## src/rtl/icache_assoc_pkg.sv

```systemverilog
// icache_assoc_pkg: shared types and address-split helpers for the
// set-associative instruction cache.
//   icache_state_e : cache controller state (IDLE lookup / FILL from memory)
//   log2c          : ceil(log2(n)), 0 for n == 1
//   nz             : width guard, turns a zero-width field into one bit
//   wo_bits        : word-offset width of a fetch address
//   ix_bits        : set-index width of a fetch address
//   tag_bits       : tag width (word address bits left above offset+index)
package icache_assoc_pkg;

  typedef enum logic [0:0] {
    IDLE = 1'b0,
    FILL = 1'b1
  } icache_state_e;

  function automatic int unsigned log2c(input int unsigned n);
    return (n <= 1) ? 0 : $clog2(n);
  endfunction

  function automatic int unsigned nz(input int unsigned w);
    return (w == 0) ? 1 : w;
  endfunction

  function automatic int unsigned wo_bits(input int unsigned blkwords);
    return log2c(blkwords);
  endfunction

  function automatic int unsigned ix_bits(input int unsigned sets);
    return log2c(sets);
  endfunction

  // Byte offset [1:0] is never part of the tag, hence 30 word-address bits.
  function automatic int unsigned tag_bits(input int unsigned sets,
                                           input int unsigned blkwords);
    return 30 - log2c(blkwords) - log2c(sets);
  endfunction

endpackage

```

## src/rtl/icache_assoc_if.sv

```systemverilog
// icache_assoc_if: fetch-side and memory-side signals of the instruction cache.
//   Fetch side : imemREN, imemaddr, halt, iflush (to cache); ihit, imemload (from cache)
//   Memory side: iREN, iaddr (from cache); iload, iwait (to cache)
// Handshake semantics:
//   - Fetch: imemREN is a request level. A word is delivered in any cycle where
//     ihit=1; imemload is only meaningful (and is otherwise 0) in that cycle.
//   - Memory: iREN/iaddr are held stable by the cache until the word is taken.
//     A word transfers on every rising edge where iREN=1 and iwait=0; while
//     iwait=1 the request stays pending and iload is ignored.
// The slave modport is the cache's view; master is the environment's view.
interface icache_assoc_if;
  logic        imemREN;
  logic [31:0] imemaddr;
  logic        halt;
  logic        iflush;
  logic        ihit;
  logic [31:0] imemload;
  logic        iREN;
  logic [31:0] iaddr;
  logic [31:0] iload;
  logic        iwait;

  modport slave (
    input  imemREN, imemaddr, halt, iflush, iload, iwait,
    output ihit, imemload, iREN, iaddr
  );

  modport master (
    output imemREN, imemaddr, halt, iflush, iload, iwait,
    input  ihit, imemload, iREN, iaddr
  );
endinterface

```

## src/rtl/icache_assoc_lru.sv

```systemverilog
// icache_assoc_lru: per-set age-based LRU state for the instruction cache.
// Ports:
//   clk, rst      : clock, asynchronous active-high reset (ages = way index)
//   clr_i         : reset all ages to their way index (cache flush)
//   acc_i         : record an access to way acc_way_i of set acc_set_i
//   vic_set_i     : set whose replacement victim is requested
//   vic_valid_i   : valid bits of that set
//   vic_way_o     : lowest invalid way, else the oldest way
// Ages of one set always form a permutation of 0..WAYS-1, so the oldest way
// is unique. WAYS=1 keeps no state.
module icache_assoc_lru
  import icache_assoc_pkg::*;
#(
  parameter  int unsigned SETS = 8,
  parameter  int unsigned WAYS = 2,
  localparam int unsigned SW   = nz(log2c(SETS)),
  localparam int unsigned WW   = nz(log2c(WAYS))
) (
  input  logic            clk,
  input  logic            rst,
  input  logic            clr_i,
  input  logic            acc_i,
  input  logic [SW-1:0]   acc_set_i,
  input  logic [WW-1:0]   acc_way_i,
  input  logic [SW-1:0]   vic_set_i,
  input  logic [WAYS-1:0] vic_valid_i,
  output logic [WW-1:0]   vic_way_o
);

  if (WAYS == 1) begin : g_direct
    logic unused_lru;
    assign unused_lru = ^{clk, rst, clr_i, acc_i, acc_set_i, acc_way_i,
                          vic_set_i, vic_valid_i};
    assign vic_way_o  = '0;
  end else begin : g_assoc
    logic [WW-1:0] age_q [SETS][WAYS];
    logic [WW-1:0] old_age;
    logic [WW-1:0] max_age;
    logic [WW-1:0] vic_way;

    assign old_age = age_q[acc_set_i][acc_way_i];

    // Accessed way becomes youngest; only ways younger than it age by one,
    // which keeps the set's ages a permutation.
    always_ff @(posedge clk or posedge rst) begin
      if (rst) begin
        for (int s = 0; s < SETS; s++)
          for (int w = 0; w < WAYS; w++)
            age_q[s][w] <= WW'(w);
      end else if (clr_i) begin
        for (int s = 0; s < SETS; s++)
          for (int w = 0; w < WAYS; w++)
            age_q[s][w] <= WW'(w);
      end else if (acc_i) begin
        for (int w = 0; w < WAYS; w++) begin
          if (WW'(w) == acc_way_i)
            age_q[acc_set_i][w] <= '0;
          else if (age_q[acc_set_i][w] < old_age)
            age_q[acc_set_i][w] <= age_q[acc_set_i][w] + 1'b1;
        end
      end
    end

    // Oldest way first, then overridden by the lowest-index invalid way
    // (descending scan leaves the lowest one last).
    always_comb begin
      vic_way = '0;
      max_age = age_q[vic_set_i][0];
      for (int w = 1; w < WAYS; w++) begin
        if (age_q[vic_set_i][w] > max_age) begin
          max_age = age_q[vic_set_i][w];
          vic_way = WW'(w);
        end
      end
      for (int w = WAYS - 1; w >= 0; w--) begin
        if (!vic_valid_i[w]) vic_way = WW'(w);
      end
    end

    assign vic_way_o = vic_way;
  end

endmodule

```

## src/rtl/icache_assoc.sv

```systemverilog
// icache_assoc: set-associative instruction cache, multi-word blocks, LRU.
// Ports:
//   CLK, RST     : clock (rising edge), asynchronous active-high reset
//   bus          : icache_assoc_if.slave (fetch port + memory read channel)
//   hit_count    : saturating count of lookup hits
//   miss_count   : saturating count of misses
//   dbg_state_o  : controller state, for debug/observation
// Hits return combinationally in IDLE. A miss latches the block address and
// a victim way, then FILL streams BLKWORDS words from memory into the victim.
module icache_assoc
  import icache_assoc_pkg::*;
#(
  parameter int unsigned SETS     = 8,
  parameter int unsigned WAYS     = 2,
  parameter int unsigned BLKWORDS = 2,
  parameter int unsigned CNTW     = 32
) (
  input  logic              CLK,
  input  logic              RST,
  icache_assoc_if.slave     bus,
  output logic [CNTW-1:0]   hit_count,
  output logic [CNTW-1:0]   miss_count,
  output icache_state_e     dbg_state_o
);

  localparam int unsigned WO  = wo_bits(BLKWORDS);
  localparam int unsigned IX  = ix_bits(SETS);
  localparam int unsigned TW  = tag_bits(SETS, BLKWORDS);
  localparam int unsigned WOS = nz(WO);
  localparam int unsigned WW  = nz(log2c(WAYS));

  // Storage. Only valid bits need reset; tag/data are qualified by valid.
  logic [WAYS-1:0] valid_q [SETS];
  logic [TW-1:0]   tag_q   [SETS][WAYS];
  logic [31:0]     data_q  [SETS][WAYS][BLKWORDS];

  // Control state.
  icache_state_e state_q, state_d;
  logic [WOS-1:0] cnt_q, cnt_d;
  logic           flush_pend_q, flush_pend_d;
  logic [29:0]    miss_w_q, miss_w_d;     // block-aligned word address
  logic [WW-1:0]  victim_q, victim_d;

  logic [CNTW-1:0] hit_cnt_q, miss_cnt_q;

  // Address split of the live fetch address and of the latched miss block.
  logic [29:0]    req_w;
  logic [WOS-1:0] req_off;
  logic [IX-1:0]  req_set, fill_set;
  logic [TW-1:0]  req_tag, fill_tag;
  logic           unused_byte;

  assign req_w       = bus.imemaddr[31:2];
  assign unused_byte = ^bus.imemaddr[1:0];
  assign req_off     = WOS'(req_w) & WOS'(BLKWORDS - 1);
  assign req_set     = IX'(req_w >> WO);
  assign req_tag     = TW'(req_w >> (WO + IX));
  assign fill_set    = IX'(miss_w_q >> WO);
  assign fill_tag    = TW'(miss_w_q >> (WO + IX));

  // Tag match across the ways of the addressed set.
  logic          match;
  logic [WW-1:0] hit_way;

  always_comb begin
    match   = 1'b0;
    hit_way = '0;
    for (int w = 0; w < WAYS; w++) begin
      if (valid_q[req_set][w] && (tag_q[req_set][w] == req_tag)) begin
        match   = 1'b1;
        hit_way = WW'(w);
      end
    end
  end

  // A flush in the same cycle suppresses the lookup entirely.
  logic lookup, hit, miss, fill_beat, fill_last, flush_now;

  assign lookup    = (state_q == IDLE) && bus.imemREN && !bus.halt &&
                     !flush_pend_q && !bus.iflush;
  assign hit       = lookup && match;
  assign miss      = lookup && !match;
  assign fill_beat = (state_q == FILL) && !bus.iwait;
  assign fill_last = fill_beat && (cnt_q == WOS'(BLKWORDS - 1));
  // A flush seen during FILL is held until the fill completes, so the memory
  // transaction finishes and the fresh line is discarded with the rest.
  assign flush_now = ((state_q == IDLE) && bus.iflush) ||
                     (fill_last && (flush_pend_q || bus.iflush));

  logic [WW-1:0] vic_way;

  icache_assoc_lru #(
    .SETS (SETS),
    .WAYS (WAYS)
  ) u_lru (
    .clk         (CLK),
    .rst         (RST),
    .clr_i       (flush_now),
    .acc_i       (hit || fill_last),
    .acc_set_i   (hit ? req_set : fill_set),
    .acc_way_i   (hit ? hit_way : victim_q),
    .vic_set_i   (req_set),
    .vic_valid_i (valid_q[req_set]),
    .vic_way_o   (vic_way)
  );

  // FSM: state register.
  always_ff @(posedge CLK or posedge RST) begin
    if (RST) begin
      state_q      <= IDLE;
      cnt_q        <= '0;
      flush_pend_q <= 1'b0;
      miss_w_q     <= '0;
      victim_q     <= '0;
    end else begin
      state_q      <= state_d;
      cnt_q        <= cnt_d;
      flush_pend_q <= flush_pend_d;
      miss_w_q     <= miss_w_d;
      victim_q     <= victim_d;
    end
  end

  // FSM: next-state logic.
  always_comb begin
    state_d      = state_q;
    cnt_d        = cnt_q;
    flush_pend_d = flush_pend_q;
    miss_w_d     = miss_w_q;
    victim_d     = victim_q;
    case (state_q)
      IDLE: begin
        if (miss) begin
          state_d  = FILL;
          cnt_d    = '0;
          miss_w_d = req_w & ~30'(BLKWORDS - 1);
          victim_d = vic_way;
        end
      end
      FILL: begin
        if (bus.iflush) flush_pend_d = 1'b1;
        if (fill_beat)  cnt_d = cnt_q + 1'b1;
        if (fill_last) begin
          state_d      = IDLE;
          cnt_d        = '0;
          flush_pend_d = 1'b0;
        end
      end
      default: state_d = IDLE;
    endcase
  end

  // FSM: outputs.
  always_comb begin
    bus.ihit     = 1'b0;
    bus.imemload = '0;
    bus.iREN     = 1'b0;
    bus.iaddr    = '0;
    case (state_q)
      IDLE: begin
        if (hit) begin
          bus.ihit     = 1'b1;
          bus.imemload = data_q[req_set][hit_way][req_off];
        end
      end
      FILL: begin
        bus.iREN  = 1'b1;
        bus.iaddr = {miss_w_q | 30'(cnt_q), 2'b00};
      end
      default: ;
    endcase
  end

  // Valid bits: the victim is invalidated on FILL entry so a partly written
  // line can never hit.
  always_ff @(posedge CLK or posedge RST) begin
    if (RST) begin
      for (int s = 0; s < SETS; s++) valid_q[s] <= '0;
    end else if (flush_now) begin
      for (int s = 0; s < SETS; s++) valid_q[s] <= '0;
    end else if (miss) begin
      valid_q[req_set][vic_way] <= 1'b0;
    end else if (fill_last) begin
      valid_q[fill_set][victim_q] <= 1'b1;
    end
  end

  always_ff @(posedge CLK) begin
    if (fill_beat) data_q[fill_set][victim_q][cnt_q] <= bus.iload;
    if (fill_last) tag_q[fill_set][victim_q] <= fill_tag;
  end

  // Saturating debug counters.
  always_ff @(posedge CLK or posedge RST) begin
    if (RST) begin
      hit_cnt_q  <= '0;
      miss_cnt_q <= '0;
    end else begin
      if (hit && (hit_cnt_q != '1))   hit_cnt_q  <= hit_cnt_q + 1'b1;
      if (miss && (miss_cnt_q != '1)) miss_cnt_q <= miss_cnt_q + 1'b1;
    end
  end

  assign hit_count   = hit_cnt_q;
  assign miss_count  = miss_cnt_q;
  assign dbg_state_o = state_q;

endmodule

```

## src/flat_wrapper.sv

```systemverilog
// flat-port wrapper written by rule: the top's interface ports become plain ports
module icache_assoc_flat import icache_assoc_pkg::*;
#(
  parameter int unsigned SETS     = 8,
  parameter int unsigned WAYS     = 2,
  parameter int unsigned BLKWORDS = 2,
  parameter int unsigned CNTW     = 32
)
  (CLK, RST, hit_count, miss_count, dbg_state_o, bus_imemREN, bus_imemaddr, bus_halt, bus_iflush, bus_iload, bus_iwait, bus_ihit, bus_imemload, bus_iREN, bus_iaddr);
  icache_assoc_if bus_i ();
  input  logic CLK;
  input  logic RST;
  output logic [CNTW-1:0] hit_count;
  output logic [CNTW-1:0] miss_count;
  output icache_state_e dbg_state_o;
  input wire logic [$bits(bus_i.imemREN)-1:0] bus_imemREN;
  input wire logic [$bits(bus_i.imemaddr)-1:0] bus_imemaddr;
  input wire logic [$bits(bus_i.halt)-1:0] bus_halt;
  input wire logic [$bits(bus_i.iflush)-1:0] bus_iflush;
  input wire logic [$bits(bus_i.iload)-1:0] bus_iload;
  input wire logic [$bits(bus_i.iwait)-1:0] bus_iwait;
  output wire logic [$bits(bus_i.ihit)-1:0] bus_ihit;
  output wire logic [$bits(bus_i.imemload)-1:0] bus_imemload;
  output wire logic [$bits(bus_i.iREN)-1:0] bus_iREN;
  output wire logic [$bits(bus_i.iaddr)-1:0] bus_iaddr;
  assign bus_i.imemREN = bus_imemREN;
  assign bus_i.imemaddr = bus_imemaddr;
  assign bus_i.halt = bus_halt;
  assign bus_i.iflush = bus_iflush;
  assign bus_i.iload = bus_iload;
  assign bus_i.iwait = bus_iwait;
  assign bus_ihit = bus_i.ihit;
  assign bus_imemload = bus_i.imemload;
  assign bus_iREN = bus_i.iREN;
  assign bus_iaddr = bus_i.iaddr;
  icache_assoc #(.SETS(SETS), .WAYS(WAYS), .BLKWORDS(BLKWORDS), .CNTW(CNTW)) u_core (.CLK(CLK), .RST(RST), .bus(bus_i), .hit_count(hit_count), .miss_count(miss_count), .dbg_state_o(dbg_state_o));
endmodule
```

## config.mk

```make
export PLATFORM = sky130hd
export DESIGN_NAME = icache_assoc_flat
export DESIGN_NICKNAME = d
export VERILOG_FILES = /design/src/rtl/icache_assoc_pkg.sv /design/src/rtl/icache_assoc_if.sv /design/src/rtl/icache_assoc_lru.sv /design/src/rtl/icache_assoc.sv /design/src/flat_wrapper.sv
export SDC_FILE = /design/constraint.sdc
export NUM_CORES = 2
export LEC_CHECK = 0
export ABC_AREA = 1
export CORE_UTILIZATION = 55
export DETAILED_ROUTE_END_ITERATION = 8
export GPL_TIMING_DRIVEN = 0
export PLACE_DENSITY = 0.75
export SETUP_SLACK_MARGIN = 0.3
export SLEW_MARGIN = 20
export SYNTH_ARGS = -nofsm -noshare
export SYNTH_HDL_FRONTEND = slang
export SYNTH_HIERARCHICAL = 1
export SYNTH_SLANG_ARGS = --single-unit
```

## constraint.sdc

```tcl
create_clock -name CLK -period 3.03 [get_ports CLK]
set_input_delay 0.303 -clock CLK [delete_from_list [all_inputs] [get_ports CLK]]
set_output_delay 0.303 -clock CLK [all_outputs]
set_load 0.005 [all_outputs]
```

==> impl_table.tex <==
\begin{tabular}{lr}
\hline
Metric & Value \\
\hline
\multicolumn{2}{l}{\textbf{Synthesis}} \\
Library cell occupying the most area in the post-synthesis netlist & sky130\_fd\_sc\_hd\_\_edfxtp\_1 \\
Post-synth top area share & around 67\% \\
Main combinational cell family by area after synthesis & simple AND/OR/NAND/NOR gates \\
Unique cell type count in the Yosys netlist & 50 \\
Warnings, synthesis & 6 \\
Async S/R FF share, synth & approximately 8.2\% \\
Mapped Cells & about 5500 \\
Most used flip-flop cell after synthesis & sky130\_fd\_sc\_hd\_\_edfxtp\_1 \\
Adder-cell share of the synthesized area & less than 1\% \\
Compound-gate portion of the synthesized area & approximately 7\% \\
Synthesized-area fraction occupied by xor and xnor cells & less than 1\% \\
Cell area after synthesis & roughly 65000 um2 \\
Register bit total from synthesis & between 1500 and 2000 \\
Count of flip-flops with a built-in enable after synthesis & approximately 1400 \\
Largest cells by area after synthesis & sky130\_fd\_sc\_hd\_\_edfxtp\_1 67\%, sky130\_fd\_sc\_hd\_\_nand2\_1 7.3\%, sky130\_fd\_sc\_hd\_\_dfrtp\_1 4.7\% \\
Top cell types by occurrence after synthesis & 1440 x sky130\_fd\_sc\_hd\_\_edfxtp\_1, 1258 x sky130\_fd\_sc\_hd\_\_nand2\_1, 518 x sky130\_fd\_sc\_hd\_\_nor2\_1 \\
Top-count cell post-synth & sky130\_fd\_sc\_hd\_\_edfxtp\_1 \\
Post-synthesis simple-gate area fraction & about 16\% \\
Sequential share of the synthesized area & between 70\% and 80\% \\
Post-synthesis area per instance & $\sim$12 um2 \\
Mux cell area share after synthesis & 0\% \\
\multicolumn{2}{l}{\textbf{Setup path}} \\
Type of origin of the critical path & primary input \\
R2r startpoint & u\_core/tag\_q[0][23] \\
Arrival time of the worst setup path & between 3 and 4 ns \\
Worst path required time & 2.73 ns \\
Crit Path Class & primary input to output pin \\
Critical path startpoint & bus\_imemaddr[3] \\
Critical Path End Type & output pin \\
Critical path fanouts, max & 11 \\
\multicolumn{2}{l}{\textbf{Hold path}} \\
Source of the worst hold timing path & bus\_iload[0] \\
Min-delay worst type & primary input to flip-flop \\
\multicolumn{2}{l}{\textbf{Power and ir drop}} \\
Register share of total power & between 40\% and 50\% \\
Net switching share of the total power & between 20\% and 30\% \\
Power density normalized to cell area & between 600 and 700 nW/um2 \\
Internal power & between 0.03 and 0.04 W \\
Clk pwr share & between 30 and 40\% \\
Net switching component of the power & around 0.014 W \\
Static leakage & between 20 and 30 nW \\
Total power & between 0.05 and 0.06 W \\
Max rail drop VDD & around 0.00061 V \\
Comb power frac & roughly 12\% \\
\multicolumn{2}{l}{\textbf{Detailed routing}} \\
Detailed Route WL & 231.2 mm \\
Routed met1 length & approximately 80 mm \\
WL per Instance & roughly 30 um \\
Number of nets still failing antenna checks after routing & 0 \\
Initial DRC Count & around 8400 \\
Final routed DRC violation total & 0 \\
Via density per instance & 6.445 \\
Vias after detailed routing & 49610 \\
Sum of met3 wire segment lengths after detailed routing & roughly 35 mm \\
Routed wire length on met2 & between 100 and 150 mm \\
Highest metal used & met5 \\
Detailed-routing iteration count for the pre-antenna-repair pass & 6 \\
\multicolumn{2}{l}{\textbf{Timing}} \\
Setup repair after global routing missed its margin & yes \\
Final period demand of the worst path & 4.174 ns \\
Hold Vio Cnt, Final & 0 \\
Count of endpoints failing setup in the final report & 81 \\
Post-Route Setup TNS & -53.41 ns \\
Worst-margin pin slew & 1.115 ns \\
Fin crit share & 137.8\% \\
Fmax & about 0.24 GHz \\
Worst hold slack across all endpoints & $\sim$0.038 ns \\
Final Max Tran Viols & 0 \\
Worst path setup slack after routing & -1.144 ns \\
Relative slew slack & about a quarter \\
Max Clock Skew & 0.07716 ns \\
\multicolumn{2}{l}{\textbf{Placed design}} \\
Post-DP HPWL & about 150 mm \\
Global placer's final weighted congestion & $\sim$1 \\
Area of placed instances & slightly above 70000 um2 \\
Port bufs & between 150 and 200 \\
\multicolumn{2}{l}{\textbf{CTS}} \\
Maximum level of the CTS H-tree & 4 \\
Insertion delay to the later sink of the worst-skew pair & 0.81 ns \\
Count of clock tree sinks & between 1500 and 2000 \\
CTS Root Cell & sky130\_fd\_sc\_hd\_\_clkbuf\_16 \\
Clock tree from TritonCTS & done \\
Number of buffers created by CTS & 158 \\
CTS max path bufs & 3 \\
Clock-pin slew reported for the worst setup and hold paths after clock tree synthesis & $\sim$0.07 ns \\
\multicolumn{2}{l}{\textbf{Global routing}} \\
Initial antenna violation count & 6 \\
First-pass GRT wire length & between 300 and 400 mm \\
Via count of the first global-routing pass & between 40000 and 50000 \\
Largest net degree at the start of global routing & 33 \\
Total global routing overflow & 0 \\
Total track usage & about two fifths \\
\multicolumn{2}{l}{\textbf{Floorplanning}} \\
Overall die width & roughly 350 um \\
IO Count & 201 \\
Die Area & roughly 120000 um2 \\
Vert. Die Dim & approximately 350 um \\
Effective utilization at floorplan & a little under three fifths \\
Core area & 116500 um2 \\
Number of rows in the core area & approximately 130 \\
\multicolumn{2}{l}{\textbf{Final layout}} \\
Area added between synthesis and finish & 23.29\% \\
End-of-flow core utilization & 68.58\% \\
Share of cells above drive strength 1 & about a fifth \\
Filler cell count & slightly below 8000 \\
Area of all placed cells without fillers & approximately 80000 um2 \\
Number of nets in the final layout & 6109 \\
\multicolumn{2}{l}{\textbf{Run}} \\
Max-cap viol count & 0 \\
\multicolumn{2}{l}{\textbf{Run status}} \\
Result of the run & complete, but fails checks \\
Violated checks & negative setup slack \\
\hline
\end{tabular}
## timing repair
item,4_1_cts,5_1_grt
endpoints found under the setup margin,1227,541
buffers inserted,56,24
gates resized for setup,817,278
pin swaps,100,113
hold buffers,2,0
gates cloned,11,1
hold endpoints to repair,17,0
## layout make-up
type                            count  area (um2)  area share, %
Antenna cell                        9       22.52        0.02819
Tap cell                         1524        1907          2.386
Buffer                            262        2186          2.736
Sequential cell                  1569       46490          58.18
Timing Repair inverter              1       7.507       0.009395
Timing Repair Buffer              361        4504          5.637
Clock inverter                    104        1127          1.411
Inverter                          489        1889          2.365
Clock buffer                      183        4172          5.221
Multi-Input combinational cell   3195       17600          22.03
## state kept, by name, indices dropped and copies added, names as in the netlist, 16 cells and up
signal and count:
u_core/data_q 1024, u_core/valid_q 16, u_core/u_lru/g_assoc.age_q 16, u_core/miss_w_q 29, u_core/hit_count 32, u_core/miss_count 32
u_core/tag_q 416
## layer usage
metal	track usage (%)	up-vias
li1	-	20510
met1	50.71	23890
met2	57.23	4314
met3	10.46	887
met4	20.16	8
met5	0	-
## layout by cell type (no fill, tap or decap), types with 44 or more instances in the layout
master,instances
sky130_fd_sc_hd__edfxtp_1,1440
sky130_fd_sc_hd__nand2_1,1121
sky130_fd_sc_hd__inv_1,471
sky130_fd_sc_hd__nor2_1,385
sky130_fd_sc_hd__o22ai_1,346
sky130_fd_sc_hd__nand3_1,200
sky130_fd_sc_hd__clkbuf_16,162
sky130_fd_sc_hd__o21ai_0,153
sky130_fd_sc_hd__clkdlybuf4s50_1,130
sky130_fd_sc_hd__dfrtp_1,116
sky130_fd_sc_hd__nor3_1,115
sky130_fd_sc_hd__nand2_2,102
sky130_fd_sc_hd__buf_4,101
sky130_fd_sc_hd__buf_2,90
sky130_fd_sc_hd__nor2_4,82
sky130_fd_sc_hd__nand4_1,77
sky130_fd_sc_hd__buf_6,67
sky130_fd_sc_hd__or2_2,62
sky130_fd_sc_hd__nor2_2,60
sky130_fd_sc_hd__o221ai_1,58
sky130_fd_sc_hd__buf_16,49
sky130_fd_sc_hd__buf_12,47
sky130_fd_sc_hd__clkbuf_2,44
## power by group through the flow
stage	combinational (W)	clock [W]	sequential, W
2_1_floorplan	0.00288	0	0.0262
5_1_grt	0.00687	0.0208	0.0264
3_3_place_gp	0.00494	0	0.0267
4_1_cts	0.00592	0.0200	0.0263
6_report	0.00654	0.0200	0.0263
3_5_place_dp	0.00533	0	0.0267
## logic make-up after synthesis
logic type	Yosys count
AND/OR/NAND/NOR	2399
flip-flops	1569
buffers and inverters	751
AO/OA/AOI/OAI	731
XOR/XNOR	61
adder cells (fa/ha/maj)	2
other	1
## per-stage QoR
step	setup WS [ns]	std cells
2_1_floorplan	-0.2161	5515
3_3_place_gp	-4.223	7235
3_5_place_dp	-4.198	7307
4_1_cts	-0.7899	7663
5_1_grt	-1.016	7688
6_report	-1.144	7697
## critical path: stages
cell,delay [ns]
sky130_fd_sc_hd__buf_4,0.18
sky130_fd_sc_hd__inv_6,0.14
sky130_fd_sc_hd__buf_4,0.26
sky130_fd_sc_hd__clkbuf_8,0.29
sky130_fd_sc_hd__nor2_2,0.13
sky130_fd_sc_hd__inv_1,0.11
sky130_fd_sc_hd__buf_4,0.28
sky130_fd_sc_hd__buf_4,0.33
sky130_fd_sc_hd__nor2_1,0.09
sky130_fd_sc_hd__nor4_1,0.49
sky130_fd_sc_hd__o221ai_1,0.37
sky130_fd_sc_hd__o211ai_1,0.33
sky130_fd_sc_hd__nand2_1,0.14
sky130_fd_sc_hd__nor2_4,0.20
sky130_fd_sc_hd__buf_2,0.16
## path summary, 6_finish.rpt
check	end	slack, ns	cells after the start
worst max-delay path	bus_imemload[31]	-1.14	15
worst min-delay path	u_core/data_q[3][64]	0.04	1
worst max register to register	u_core/u_lru/g_assoc.age_q[15]	-0.75	28
worst min register to register	u_core/u_lru/g_assoc.age_q[2]	0.48	2
max in group asynchronous	u_core/valid_q[8]	1.70	5
min in group asynchronous	u_core/miss_count[31]	0.57	3
(Power assumes the default switching activity.)
